$ cat src/rtl/row_map_loader.sv
// row_map_loader: write-side sequencer for the row remap table (host writes + identity init, gap-spaced pulses, scan lockout)
//   in : clk, rst (async, active high), init_start, wr_valid, wr_addr, wr_data, scan_active
//   out: wr_ready, mem_write_addr, mem_write_data, mem_write_en, busy, init_done, write_count
module row_map_loader #(
  parameter int ADDR_W = 9,
  parameter int DATA_W = 9,
  parameter int DEPTH  = 512,
  parameter int WE_GAP = 3
) (
  input  logic              clk,
  input  logic              rst,
  input  logic              init_start,
  input  logic              wr_valid,
  input  logic [ADDR_W-1:0] wr_addr,
  input  logic [DATA_W-1:0] wr_data,
  output logic              wr_ready,
  input  logic              scan_active,
  output logic [ADDR_W-1:0] mem_write_addr,
  output logic [DATA_W-1:0] mem_write_data,
  output logic              mem_write_en,
  output logic              busy,
  output logic              init_done,
  output logic [15:0]       write_count
);
  localparam int GW = $clog2(WE_GAP + 1);
  typedef enum logic [2:0] {IDLE, HOST_PULSE, INIT_WAIT, INIT_PULSE, GAP} state_t;
  state_t r_state, w_state;
  logic [ADDR_W-1:0] r_idx, w_idx, r_addr, w_addr;
  logic [DATA_W-1:0] r_data, w_data;
  logic [GW-1:0] r_gap;
  logic [15:0] r_cnt;
  logic r_init, w_init, r_done, w_done, w_gap_end, w_accept, w_last;
  assign w_gap_end = r_state == GAP && r_gap == GW'(WE_GAP - 1);
  assign wr_ready = (r_state == IDLE || (w_gap_end && !r_init)) && !scan_active && !init_start;
  assign w_accept = wr_valid && wr_ready;
  assign w_last = r_idx == ADDR_W'(DEPTH - 1);
  assign mem_write_en = r_state == HOST_PULSE || r_state == INIT_PULSE;
  assign mem_write_addr = r_addr;
  assign mem_write_data = r_data;
  assign busy = r_state != IDLE;
  assign init_done = r_done;
  assign write_count = r_cnt;
  always_ff @(posedge clk or posedge rst)
    if (rst) r_state <= IDLE;
    else r_state <= w_state;
  // The init pulse decision looks at this cycle's scan_active, so a pulse
  // only ever issues in the cycle after scan_active was seen low.
  always_comb begin
    w_state = r_state;
    w_idx = r_idx;
    w_addr = r_addr;
    w_data = r_data;
    w_init = r_init;
    w_done = 1'b0;
    case (r_state)
      IDLE:
        if (init_start) begin
          w_state = INIT_WAIT;
          w_init = 1'b1;
          w_idx = '0;
        end else if (w_accept) begin
          w_state = HOST_PULSE;
          w_addr = wr_addr;
          w_data = wr_data;
        end
      HOST_PULSE, INIT_PULSE: w_state = GAP;
      INIT_WAIT:
        if (!scan_active) begin
          w_state = INIT_PULSE;
          w_addr = r_idx;
          w_data = DATA_W'(r_idx);
        end
      GAP:
        if (w_gap_end) begin
          if (r_init && w_last) begin
            w_state = IDLE;
            w_init = 1'b0;
            w_idx = '0;
            w_done = 1'b1;
          end else if (r_init) begin
            w_idx = r_idx + 1'b1;
            w_state = scan_active ? INIT_WAIT : INIT_PULSE;
            w_addr = scan_active ? r_addr : r_idx + 1'b1;
            w_data = scan_active ? r_data : DATA_W'(r_idx + 1'b1);
          end else if (w_accept) begin
            w_state = HOST_PULSE;
            w_addr = wr_addr;
            w_data = wr_data;
          end else w_state = IDLE;
        end
      default: w_state = IDLE;
    endcase
  end
  always_ff @(posedge clk or posedge rst)
    if (rst) begin
      r_idx <= '0;
      r_addr <= '0;
      r_data <= '0;
      r_init <= 1'b0;
      r_done <= 1'b0;
      r_gap <= '0;
      r_cnt <= '0;
    end else begin
      r_idx <= w_idx;
      r_addr <= w_addr;
      r_data <= w_data;
      r_init <= w_init;
      r_done <= w_done;
      r_gap <= (r_state == GAP && !w_gap_end) ? r_gap + 1'b1 : '0;
      r_cnt <= mem_write_en ? r_cnt + 16'd1 : r_cnt;
    end
endmodule
$ cat config.mk
export PLATFORM = sky130hd
export DESIGN_NAME = row_map_loader
export DESIGN_NICKNAME = d
export VERILOG_FILES = /design/src/rtl/row_map_loader.sv
export SDC_FILE = /design/constraint.sdc
export NUM_CORES = 1
export LEC_CHECK = 0
export ABC_AREA = 1
export BUFFER_PORTS_ARGS = -buffer_cell sky130_fd_sc_hd__buf_2
export CAP_MARGIN = 15
export CORE_MARGIN = 2
export CORE_UTILIZATION = 55
export DETAILED_ROUTE_END_ITERATION = 7
export PLACE_DENSITY = 0.87
export SETUP_SLACK_MARGIN = 0.1
export SYNTH_ARGS = -nofsm -noshare
export SYNTH_HDL_FRONTEND = slang
export SYNTH_SLANG_ARGS = --single-unit
$ cat constraint.sdc
create_clock -name clk -period 2.5 [get_ports clk]
set_input_delay 0.25 -clock clk [delete_from_list [all_inputs] [get_ports clk]]
set_output_delay 0.25 -clock clk [all_outputs]
set_load 0.02 [all_outputs]
==> results_tabular.tex, run 1 <==
\begin{tabular}{lr}
\hline
Metric & Value \\
\hline
\multicolumn{2}{l}{\textbf{Placement}} \\
HPWL reported at the end of detailed placement & 4606 µm \\
Routability congestion estimate & 0.8979 \\
I/O Buffers & 60 \\
\multicolumn{2}{l}{\textbf{Clock network}} \\
Insertion delay of the later-clocked pin in the worst-skew pair & 310 ps \\
CTS buffer count & 5 \\
CTS H-Tree Depth & 2 \\
Clk Tree Root Cell & sky130\_fd\_sc\_hd\_\_clkbuf\_8 \\
Clock Sinks & 50 \\
Clock-pin slew on the worst setup and hold paths & 90 ps \\
Buffer levels on the longest clock path & 2 \\
CTS tree & yes \\
\multicolumn{2}{l}{\textbf{Synth}} \\
Largest family of logic cells by synthesized area & simple AND/OR/NAND/NOR gates \\
Number of synthesis warnings & 0 \\
Simple-gate area share of the yosys netlist & 28.73\% \\
Fraction of synthesized area in multiplexers & 0\% \\
Flip-flop and latch count after synthesis & 50 \\
Xor-xnor portion of the synthesized cell area & 4.619\% \\
Top flip-flop cell by instance count after synthesis & sky130\_fd\_sc\_hd\_\_dfrtp\_1 \\
Mean instance size in the synthesized netlist & 7.792 µm² \\
Post-synthesis share of cell area spent on full adders, half adders and majority gates & 1.760\% \\
Share of Yosys cell area claimed by the top area cell type & 43.99\% \\
Fraction of the mapped netlist area in compound gates & 11.17\% \\
Post-synthesis instance area & 0.002844 mm² \\
Cells taking the most area after synthesis & sky130\_fd\_sc\_hd\_\_dfrtp\_1, sky130\_fd\_sc\_hd\_\_nand2\_1, sky130\_fd\_sc\_hd\_\_inv\_1, sky130\_fd\_sc\_hd\_\_nor2\_1, sky130\_fd\_sc\_hd\_\_o21ai\_0 \\
Synthesized instance count & 365 \\
Nets in the synthesized netlist & 392 \\
Share of the yosys chip area belonging to registers & 43.99\% \\
Ys async rst share & 100.0\% \\
Number of distinct library cell variants in the gate-level netlist after synthesis & 29 \\
Number of flops mapped to enable cells by yosys & 0 \\
Cell type contributing the most total cell area after synthesis & sky130\_fd\_sc\_hd\_\_dfrtp\_1 \\
\multicolumn{2}{l}{\textbf{Critical path}} \\
Largest fanout of any net on the critical path & 9 \\
Cell chain of the critical path & ha\_2 > nand2\_1 > nor2\_2 > nand3\_2 > nor2\_1 > ha\_1 > nand2\_1 > nor2\_2 > inv\_2 > nand3\_4 > buf\_4 > a21oi\_1 > o21ai\_0 > inv\_1 \\
R2R depth & 14 \\
Reg-to-reg slack, setup & 240 ps \\
R2R Path End & mem\_write\_data[1] \\
Largest stage delay on the critical path & 410 ps \\
CP max stage cell & sky130\_fd\_sc\_hd\_\_dfrtp\_1 \\
CP endpoint kind & register \\
Data required time of the worst path & 2700 ps \\
Category of the worst setup path launch point & register \\
Critical Setup Path Class & reg -> reg \\
R2r startpoint & r\_idx[1] \\
Critical path data arrival time & 2460 ps \\
\multicolumn{2}{l}{\textbf{STA}} \\
Highest achievable clock rate & 442.2 MHz \\
Worst Skew & 4.347 ps \\
Setup tns final & 0 ps \\
Minimum period implied by the final worst setup slack & 2262 ps \\
Slew margin rel. & 71.93\% \\
Number of endpoints failing setup at the final stage & 0 \\
Number of pins exceeding their max-slew limit in the final report & 0 \\
Slew of the pin with the lowest slew margin & 420.4 ps \\
Post-route fraction of the period consumed by the critical path & 90.47\% \\
Final Hold Fails & 0 \\
RSZ-0062 raised after global routing & false \\
\multicolumn{2}{l}{\textbf{Die}} \\
Width of the die & 75.91 µm \\
I/O pin total & 61 \\
Placeable core region & 0.005042 mm² \\
Count of standard-cell rows & 26 \\
Die extent in y & 75.91 µm \\
Die footprint & 0.005762 mm² \\
Effective utilization at floorplan & 56.40\% \\
\multicolumn{2}{l}{\textbf{Pwr}} \\
Total power of the final layout & 3.638 mW \\
Maximum resistive drop on vdd & 0.5939 mV \\
Sw Pwr & 1.698 mW \\
Sequential power share & 32.7\% \\
Comb pwr share & 53.2\% \\
Cell Pwr Density & 1074 mW/mm² \\
Switching power share of the total & 46.68\% \\
Leakage power figure & 1.814 nW \\
Power share of the clock group & 14.1\% \\
Internal power & 1.940 mW \\
\multicolumn{2}{l}{\textbf{Route}} \\
DRT Pass-1 Iters & 4 \\
Routed wire length & 6416 µm \\
Drt via density & 5.203 \\
Remaining antenna violation count & 0 \\
Vias after detailed routing & 2643 \\
Final routed wire length divided by cell count & 12.63 µm \\
Detailed Route Iter0 Violations & 200 \\
Count of unresolved DRC violations after routing & 0 \\
\multicolumn{2}{l}{\textbf{Global route}} \\
Maximum number of pins on one net before global-route repair & 32 \\
Remaining Overflow, GRT & 0 \\
Global-route usage over all layers & 23.08\% \\
Antenna violations before repair & 0 \\
Wire length of the first global-routing pass & 10810 µm \\
Via count of the first global-routing pass & 2394 \\
\multicolumn{2}{l}{\textbf{Layout}} \\
Number of antenna cells inserted & 0 \\
Most frequent cells in the layout & sky130\_fd\_sc\_hd\_\_nand2\_1, sky130\_fd\_sc\_hd\_\_buf\_2, sky130\_fd\_sc\_hd\_\_inv\_1 \\
Most common cell after layout, fill and taps aside & sky130\_fd\_sc\_hd\_\_nand2\_1 \\
Area overhead of the layout relative to synthesis & 19.14\% \\
Final Net Count & 464 \\
Layout cell share with drive strength beyond 1 & 26.03\% \\
\multicolumn{2}{l}{\textbf{Hold path}} \\
Launch instance of the worst min-delay path & wr\_data[3] \\
Worst Hold Depth & 5 \\
Hold crit path type & in -> reg \\
Worst Hold Path EP & mem\_write\_data[3] \\
\multicolumn{2}{l}{\textbf{Flow run}} \\
Max-cap violations & 0 \\
\multicolumn{2}{l}{\textbf{Outcome}} \\
Run status & complete, no violations \\
\hline
\end{tabular}
-- metrics by stage --
stage | worst slack [ps] | cells | area [µm²] | hold slack, ps | util, %
CTS | 255.6 | 501 | 3316 | 258.0 | 65.76
global placement | 367.6 | 492 | 3207 | 266.2 | 63.60
global route | 41.72 | 508 | 3388 | 270.1 | 67.20
detailed placement | 271.6 | 492 | 3207 | 270.5 | 63.60
finish | 238.4 | 508 | 3388 | 256.4 | 67.20
floorplan | 526.8 | 365 | 2844 | 401.0 | -
-- kinds of logic (layout without fill, tap and decap cells) --
kind of cell             Yosys count  in the layout
AND/OR/NAND/NOR                  169            169
buffers and inverters             69            142
AO/OA/AOI/OAI                     58             58
flip-flops                        50             50
XOR/XNOR                          15             15
adder cells (fa/ha/maj)            4              4
-- what timing repair did --
action,CTS,global route
endpoints found under the hold margin,19,0
hold buffers,1,0
setup endpoints to repair,0,18
gates resized for setup,0,8
buffers inserted,0,7
-- sequential cells by signal (all words and copies together), names as in the netlist --
| name | flops |
|---|---|
| r_init | 1 |
| mem_write_data | 9 |
| init_done | 1 |
| r_idx | 9 |
| r_state | 3 |
| r_gap | 2 |
| mem_write_addr | 9 |
| write_count | 16 |
-- worst max-delay path, delay by kind of cell (launching register included) --
kind / cells / cell delay (ps)
fa+ha+maj: 2 / 360
flops: 1 / 410
simple gates: 7 / 840
compound gates: 2 / 240
buf+inv: 3 / 300
-- layer usage --
metal	track usage, %	up-vias	wire (µm)
met5	0	-	0
met2	39.20	98	3289
met1	28.99	1232	2646
li1	-	1300	-
met4	9.455	0	126
met3	4.643	13	354
-- power groups by stage --
stage               combinational, mW  sequential [mW]  clock (mW)
finish                           1.94             1.19       0.513
global route                     2.17             1.22       0.555
CTS                              1.77             1.19       0.516
detailed placement               1.75             1.20           0
global placement                 1.70             1.19           0
floorplan                        1.16             1.39           0
-- worst max path at each step --
stage | startpoint | to | slack [ps]
after floorplan | r_idx[0] | mem_write_addr[2] | 530
after detailed placement | r_idx[0] | mem_write_addr[4] | 270
after CTS | r_idx[0] | mem_write_addr[4] | 260
final | r_idx[1] | mem_write_data[1] | 240
after global routing | r_idx[1] | mem_write_data[1] | 40
after global placement | r_idx[0] | mem_write_addr[4] | 370
-- synth_stat cells (3+ instances only) --
cell type / n
sky130_fd_sc_hd__xor2_1: 4
sky130_fd_sc_hd__nand3_1: 15
sky130_fd_sc_hd__nor2_1: 41
sky130_fd_sc_hd__xnor2_1: 11
sky130_fd_sc_hd__o22ai_1: 7
sky130_fd_sc_hd__nand4_1: 10
sky130_fd_sc_hd__nor2_4: 5
sky130_fd_sc_hd__o21ai_1: 5
sky130_fd_sc_hd__nand2_2: 3
sky130_fd_sc_hd__ha_1: 4
sky130_fd_sc_hd__inv_1: 60
sky130_fd_sc_hd__nand3_4: 3
sky130_fd_sc_hd__a21oi_1: 12
sky130_fd_sc_hd__o211ai_1: 3
sky130_fd_sc_hd__o21ai_0: 28
sky130_fd_sc_hd__nand2_1: 79
sky130_fd_sc_hd__nor2_2: 6
sky130_fd_sc_hd__inv_2: 5
sky130_fd_sc_hd__dfrtp_1: 50
-- cell type report --
cell class	instances	area (µm²)
fill	399	1654
inverter	65	247.7
tap	70	87.58
timing repair buffer	69	370.4
clock buffer	6	82.58
multi-input combinational	246	1331
clock inverter	2	16.27
sequential	50	1252
Power figures use the tool's default switching activity.
==> run 2, diff against run 1 <==
--- a/config.mk
+++ b/config.mk
@@ -11,6 +11,7 @@
 export CORE_MARGIN = 2
 export CORE_UTILIZATION = 55
 export DETAILED_ROUTE_END_ITERATION = 7
+export MAX_ROUTING_LAYER = met4
 export PLACE_DENSITY = 0.87
 export SETUP_SLACK_MARGIN = 0.1
 export SYNTH_ARGS = -nofsm -noshare
==> results_tabular.tex, run 2 (same netlist as run 1, synthesis figures left out) <==
\begin{tabular}{lr}
\hline
Metric & Value \\
\hline
\multicolumn{2}{l}{\textbf{Outcome}} \\
Run status & complete, no violations \\
\multicolumn{2}{l}{\textbf{Clock network}} \\
Clock Sinks & 50 (unchanged) \\
Buffer levels on the longest clock path & 2 (unchanged) \\
Clk Tree Root Cell & sky130\_fd\_sc\_hd\_\_clkbuf\_8 \\
Clock-pin slew on the worst setup and hold paths & 90 ps (about the same) \\
CTS H-Tree Depth & 2 (unchanged) \\
CTS buffer count & 5 (unchanged) \\
Insertion delay of the later-clocked pin in the worst-skew pair & 300 ps (about the same) \\
CTS tree & yes \\
\multicolumn{2}{l}{\textbf{Global route}} \\
Antenna violations before repair & 0 (unchanged) \\
Via count of the first global-routing pass & 2392 (-0.084\%) \\
Routing layer with the top usage in global route & met2 \\
Global-route usage over all layers & 22.31\% (-0.77 points) \\
Global-route met3 utilization & 3.571\% (-1.1 points) \\
Maximum number of pins on one net before global-route repair & 29 (-9.4\%) \\
Remaining Overflow, GRT & 0 (unchanged) \\
Wire length of the first global-routing pass & 10410 µm (-3.8\%) \\
Met1 GRT Util & 27.65\% (-1.3 points) \\
Global routing usage on met2 & 37.86\% (-1.3 points) \\
\multicolumn{2}{l}{\textbf{Route}} \\
Drt via density & 5.121 (-1.6\%) \\
DRT Pass-1 Iters & 4 (unchanged) \\
Final routed wire length divided by cell count & 12.22 µm (-3.2\%) \\
Vias after detailed routing & 2586 (-2.2\%) \\
Count of unresolved DRC violations after routing & 0 (unchanged) \\
Detailed Route Iter0 Violations & 249 (+25\%) \\
Remaining antenna violation count & 0 (unchanged) \\
Routed wire length & 6173 µm (-3.8\%) \\
\multicolumn{2}{l}{\textbf{Die}} \\
Width of the die & 75.91 µm (unchanged) \\
I/O pin total & 61 (unchanged) \\
Die footprint & 0.005762 mm² (unchanged) \\
Die extent in y & 75.91 µm (unchanged) \\
Placeable core region & 0.005042 mm² (unchanged) \\
Effective utilization at floorplan & 56.40\% (unchanged) \\
Count of standard-cell rows & 26 (unchanged) \\
\multicolumn{2}{l}{\textbf{Critical path}} \\
Largest fanout of any net on the critical path & 7 (-2) \\
Largest stage delay on the critical path & 440 ps (+30 ps) \\
Critical Setup Path Class & reg -> reg \\
Cell with the most instances on the worst path & sky130\_fd\_sc\_hd\_\_nor2\_1 \\
Cell chain of the critical path & ha\_1 > nand2\_1 > nor2\_1 > nand3\_1 > nor2\_1 > ha\_1 > nand2\_1 > nor2\_1 > inv\_1 > nand3\_4 > nor2\_1 > nand2\_1 > inv\_1 > a21oi\_1 \\
CP max stage cell & sky130\_fd\_sc\_hd\_\_dfrtp\_2 \\
Category of the worst setup path launch point & register \\
CP endpoint kind & register \\
R2R depth & 14 (unchanged) \\
Data required time of the worst path & 2690 ps (about the same) \\
Critical path data arrival time & 2400 ps (-60 ps) \\
\multicolumn{2}{l}{\textbf{Layout}} \\
Most frequent cells in the layout & sky130\_fd\_sc\_hd\_\_nand2\_1, sky130\_fd\_sc\_hd\_\_buf\_2, sky130\_fd\_sc\_hd\_\_inv\_1 \\
Area overhead of the layout relative to synthesis & 18.39\% \\
Number of fillers in the final layout & 391 (-2.0\%) \\
Most common cell after layout, fill and taps aside & sky130\_fd\_sc\_hd\_\_nand2\_1 \\
Final Net Count & 461 (-0.65\%) \\
Final Core Density & 66.77\% (-0.42 points) \\
Register area & 0.001252 mm² (unchanged) \\
Final instance count without filler cells & 505 (-0.59\%) \\
Layout cell share with drive strength beyond 1 & 24.14\% (-1.9 points) \\
Flip-flop count of the largest register after layout & 16 (unchanged) \\
Multi-input logic area & 0.001334 mm² (+0.19\%) \\
Number of antenna cells inserted & 0 (unchanged) \\
Area of all placed cells without fillers & 0.003367 mm² (-0.63\%) \\
\multicolumn{2}{l}{\textbf{Hold path}} \\
Worst Hold Depth & 5 (unchanged) \\
Hold crit path type & in -> reg \\
\multicolumn{2}{l}{\textbf{Pwr}} \\
Cell Pwr Density & 1066 mW/mm² (-0.76\%) \\
Leakage power figure & 1.820 nW (+0.33\%) \\
Maximum resistive drop on vdd & 0.6144 mV (+3.4\%) \\
Total power of the final layout & 3.588 mW (-1.4\%) \\
\multicolumn{2}{l}{\textbf{Placement}} \\
Count of placed standard cells including taps & 493 (+0.20\%) \\
Area after DPL & 0.003214 mm² (+0.23\%) \\
Routability congestion estimate & 0.9124 (+1.6\%) \\
HPWL reported at the end of detailed placement & 4659 µm (+1.2\%) \\
I/O Buffers & 60 (unchanged) \\
\multicolumn{2}{l}{\textbf{STA}} \\
Final Hold Fails & 0 (unchanged) \\
Slew of the pin with the lowest slew margin & 408.1 ps (-12.30 ps) \\
Post-route fraction of the period consumed by the critical path & 88.23\% (-2.2 points) \\
Setup tns final & 0 ps (unchanged) \\
Minimum period implied by the final worst setup slack & 2206 ps (-55.81 ps) \\
Number of endpoints failing setup at the final stage & 0 (unchanged) \\
RSZ-0062 raised after global routing & true \\
Number of pins exceeding their max-slew limit in the final report & 0 (unchanged) \\
Slew margin rel. & 72.69\% (+0.76 points) \\
Worst Skew & 8.007 ps (+3.660 ps) \\
Highest achievable clock rate & 453.3 MHz (+2.5\%) \\
\multicolumn{2}{l}{\textbf{Flow run}} \\
Max-cap violations & 0 (unchanged) \\
\hline
\end{tabular}
## run 2: cell types whose count changed in the layout (fill, tap and decap cells not counted), moves of 2 or more
cell,delta
sky130_fd_sc_hd__nor2_1,+3
sky130_fd_sc_hd__nor2_2,-3
sky130_fd_sc_hd__buf_4,-4
sky130_fd_sc_hd__clkinvlp_4,-2
sky130_fd_sc_hd__clkinv_2,+2
## run 2: routing by layer
metal	share of wire, %	vias up
met5	0	-
met4	1.1	0
met3	4.5	8
met2	50	72
met1	45	1202
li1	-	1304
## run 2: layout make-up
class | count | share of cell area, %
repair buffers | 65 | 10.11
inverters | 65 | 7.246
clock inverters | 3 | 1.189
well taps | 70 | 2.601
clock buffers | 5 | 2.044
flip-flops and latches | 50 | 37.20
multi-input cells | 247 | 39.61
## run 2: power breakdown
group | switching [mW] | internal, mW | leakage, nW
clock network | 0.265 | 0.295 | 0.0579
registers | 0.168 | 1.02 | 0.652
logic | 1.22 | 0.617 | 1.11
## run 2: critical path, delay by kind of cell, from the launching register on
| kind | cells | cell delay [ps] |
|---|---|---|
| adder cells (fa/ha/maj) | 2 | 420 |
| AO/OA/AOI/OAI | 1 | 60 |
| AND/OR/NAND/NOR | 9 | 940 |
| flip-flops | 1 | 440 |
| buffers and inverters | 2 | 240 |
## run 2: path summary, 6_finish.rpt
check	slack (ps)	start	endpoint
worst min-delay path	270	wr_data[3]	mem_write_data[3]
worst max register to register	290	r_idx[0]	mem_write_data[7]
max in group asynchronous	1430	rst	r_idx[0]
min in group asynchronous	480	rst	r_gap[1]
worst min register to register	440	r_gap[0]	r_gap[0]
worst max-delay path	290	r_idx[0]	mem_write_data[7]
## run 2: repair_timing
| item | CTS | global route |
|---|---|---|
| hold buffers | 1 | 0 |
| gates resized for setup | 0 | 4 |
| hold endpoints to repair | 17 | 0 |
| setup buffers | 0 | 2 |
| endpoints found under the setup margin | 0 | 16 |
## run 2: through the flow
stage	hold WS [ps]	worst slack, ps
after global placement	253.5	368.4
after detailed placement	259.9	265.9
after floorplan	401.0	526.8
final	267.1	294.2
after CTS	269.0	259.6
after global routing	276.0	63.87
==> run 3, diff against run 2 <==
--- a/config.mk
+++ b/config.mk
@@ -8,8 +8,11 @@
 export ABC_AREA = 1
 export BUFFER_PORTS_ARGS = -buffer_cell sky130_fd_sc_hd__buf_2
 export CAP_MARGIN = 15
+export CELL_PAD_IN_SITES_DETAIL_PLACEMENT = 0
+export CELL_PAD_IN_SITES_GLOBAL_PLACEMENT = 1
 export CORE_MARGIN = 2
-export CORE_UTILIZATION = 55
+export CORE_UTILIZATION = 40
+export CTS_CLUSTER_DIAMETER = 50
 export DETAILED_ROUTE_END_ITERATION = 7
 export MAX_ROUTING_LAYER = met4
 export PLACE_DENSITY = 0.87
==> results_tabular.tex, run 3 (same netlist as run 1, synthesis figures left out) <==
\begin{tabular}{lr}
\hline
Metric & Value \\
\hline
\multicolumn{2}{l}{\textbf{Critical path}} \\
Critical path data arrival time & 2380 ps (-20 ps) \\
R2r startpoint & r\_idx[0] \\
Critical Setup Path Class & reg -> reg \\
CP endpoint kind & register \\
Largest fanout of any net on the critical path & 9 (+2) \\
Crit. Startpoint & r\_idx[0] \\
Data required time of the worst path & 2700 ps (about the same) \\
Category of the worst setup path launch point & register \\
\multicolumn{2}{l}{\textbf{Layout}} \\
Register area & 0.001251 mm² (about the same) \\
Flip-flop count of the largest register after layout & 16 (unchanged) \\
Number of antenna cells inserted & 0 (unchanged) \\
Number of fillers in the final layout & 719 (+84\%) \\
Most common cell after layout, fill and taps aside & sky130\_fd\_sc\_hd\_\_nand2\_1 \\
Most frequent cells in the layout & sky130\_fd\_sc\_hd\_\_nand2\_1, sky130\_fd\_sc\_hd\_\_buf\_2, sky130\_fd\_sc\_hd\_\_inv\_1 \\
Final Net Count & 460 (-0.22\%) \\
Layout cell share with drive strength beyond 1 & 24.19\% (+0.056 points) \\
Area of all placed cells without fillers & 0.003377 mm² (+0.30\%) \\
Multi-input logic area & 0.001321 mm² (-0.94\%) \\
Area overhead of the layout relative to synthesis & 18.74\% \\
\multicolumn{2}{l}{\textbf{Placement}} \\
Area after DPL & 0.003239 mm² (+0.78\%) \\
I/O Buffers & 60 (unchanged) \\
Routability congestion estimate & 0.8623 (-5.5\%) \\
HPWL reported at the end of detailed placement & 4630 µm (-0.63\%) \\
\multicolumn{2}{l}{\textbf{Die}} \\
Count of standard-cell rows & 30 (+15\%) \\
Die extent in y & 88.32 µm (+16\%) \\
Die footprint & 0.007800 mm² (+35\%) \\
I/O pin total & 61 (unchanged) \\
Placeable core region & 0.006832 mm² (+35\%) \\
Width of the die & 88.32 µm (+16\%) \\
Effective utilization at floorplan & 41.63\% (-15 points) \\
\multicolumn{2}{l}{\textbf{Clock network}} \\
Clk Tree Root Cell & sky130\_fd\_sc\_hd\_\_clkbuf\_8 \\
Buffer levels on the longest clock path & 2 (unchanged) \\
CTS tree & yes \\
Clock Sinks & 50 (unchanged) \\
Insertion delay of the later-clocked pin in the worst-skew pair & 310 ps (about the same) \\
Clock-pin slew on the worst setup and hold paths & 100 ps (about the same) \\
CTS H-Tree Depth & 2 (unchanged) \\
Hold Buf Count CTS & 0 (-1) \\
CTS buffer count & 5 (unchanged) \\
\multicolumn{2}{l}{\textbf{STA}} \\
Number of pins exceeding their max-slew limit in the final report & 0 (unchanged) \\
RSZ-0062 raised after global routing & false \\
Post-route fraction of the period consumed by the critical path & 86.98\% (-1.3 points) \\
Slew margin rel. & 58.38\% (-14 points) \\
Number of endpoints failing setup at the final stage & 0 (unchanged) \\
Minimum period implied by the final worst setup slack & 2174 ps (-31.43 ps) \\
Setup tns final & 0 ps (unchanged) \\
Highest achievable clock rate & 459.9 MHz (+1.4\%) \\
Worst hold margin & 85.22 ps (-181.9 ps) \\
Worst Skew & 9.153 ps (+1.146 ps) \\
Final Hold Fails & 0 (unchanged) \\
Slew of the pin with the lowest slew margin & 624.3 ps (+216.2 ps) \\
\multicolumn{2}{l}{\textbf{Global route}} \\
Remaining Overflow, GRT & 0 (unchanged) \\
Via count of the first global-routing pass & 2247 (-6.1\%) \\
Wire length of the first global-routing pass & 10340 µm (-0.66\%) \\
Global-route usage over all layers & 17.43\% (-4.9 points) \\
Antenna violations before repair & 0 (unchanged) \\
Maximum number of pins on one net before global-route repair & 51 (+76\%) \\
\multicolumn{2}{l}{\textbf{Route}} \\
Vias after detailed routing & 2527 (-2.3\%) \\
Drt via density & 4.768 (-6.9\%) \\
Count of unresolved DRC violations after routing & 0 (unchanged) \\
Detailed Route Iter0 Violations & 113 (-55\%) \\
Routed wire length & 6295 µm (+2.0\%) \\
Final routed wire length divided by cell count & 11.88 µm (-2.8\%) \\
DRT Pass-1 Iters & 4 (unchanged) \\
Remaining antenna violation count & 0 (unchanged) \\
\multicolumn{2}{l}{\textbf{Hold path}} \\
Hold crit path type & in -> async \\
\multicolumn{2}{l}{\textbf{Flow run}} \\
Max-cap violations & 0 (unchanged) \\
\multicolumn{2}{l}{\textbf{Pwr}} \\
Cell Pwr Density & 1046 mW/mm² (-1.8\%) \\
Maximum resistive drop on vdd & 0.5017 mV (-18\%) \\
Total power of the final layout & 3.533 mW (-1.5\%) \\
Leakage power figure & 1.801 nW (-1.0\%) \\
\multicolumn{2}{l}{\textbf{Outcome}} \\
Run status & complete, no violations \\
\hline
\end{tabular}
==> run 3: stage by stage <==
step,instances,utilization (%),worst slack [ps]
floorplan,365,-,526.8
global placement,518,47.42,339.1
detailed placement,518,47.42,253.2
CTS,526,48.68,237.1
global route,530,49.43,102.0
finish,530,49.43,325.6
==> run 3: cell type report <==
type,instances,share of cell area [%]
clock buffers,6,2.149
inverters,65,7.336
well taps,96,3.557
multi-input cells,246,39.13
repair buffers,65,10.37
clock inverters,2,0.4076
flip-flops and latches,50,37.05
==> run 3: repair_timing <==
item / CTS / global route
hold endpoints to repair: 0 / 0
gates resized for setup: 0 / 4
endpoints found under the setup margin: 0 / 16
setup buffers: 0 / 4
==> run 3: critical path, cell delays in order (launching register included) <==
cell                      delay (ps)
sky130_fd_sc_hd__dfrtp_1         410
sky130_fd_sc_hd__ha_2            200
sky130_fd_sc_hd__nand2_1          80
sky130_fd_sc_hd__nor2_1          150
sky130_fd_sc_hd__nand3_1         130
sky130_fd_sc_hd__nor2_1          120
sky130_fd_sc_hd__ha_1            180
sky130_fd_sc_hd__nand2_2          80
sky130_fd_sc_hd__nor2_1          110
sky130_fd_sc_hd__inv_1            90
sky130_fd_sc_hd__nand3_4         120
sky130_fd_sc_hd__buf_12          140
sky130_fd_sc_hd__a21oi_1          50
sky130_fd_sc_hd__o21ai_0         160
sky130_fd_sc_hd__inv_1            60
==> run 3: final timing paths <==
check	slack, ps	cells past startpoint	end
worst min register to register	440	1	r_gap[0]
worst max-delay path	330	14	mem_write_data[1]
worst max register to register	330	14	mem_write_data[1]
min in group clk	250	5	mem_write_data[3]
max in group asynchronous	1980	3	mem_write_data[7]
worst min-delay path	90	3	r_idx[6]
==> run 3: metal layers <==
metal | wire [µm] | track usage (%) | vias up | part of all wire (%)
met5 | 0 | - | - | 0
met4 | 62 | 4.545 | 0 | 0.98
met3 | 299 | 3.078 | 4 | 4.7
met2 | 2939 | 27.48 | 64 | 47
met1 | 2994 | 23.36 | 1168 | 48
li1 | - | - | 1291 | -
==> run 3: power breakdown <==
group          total, mW  switching, mW  internal [mW]
registers           1.19          0.167           1.02
logic               1.86           1.20          0.661
clock network      0.482          0.284          0.198
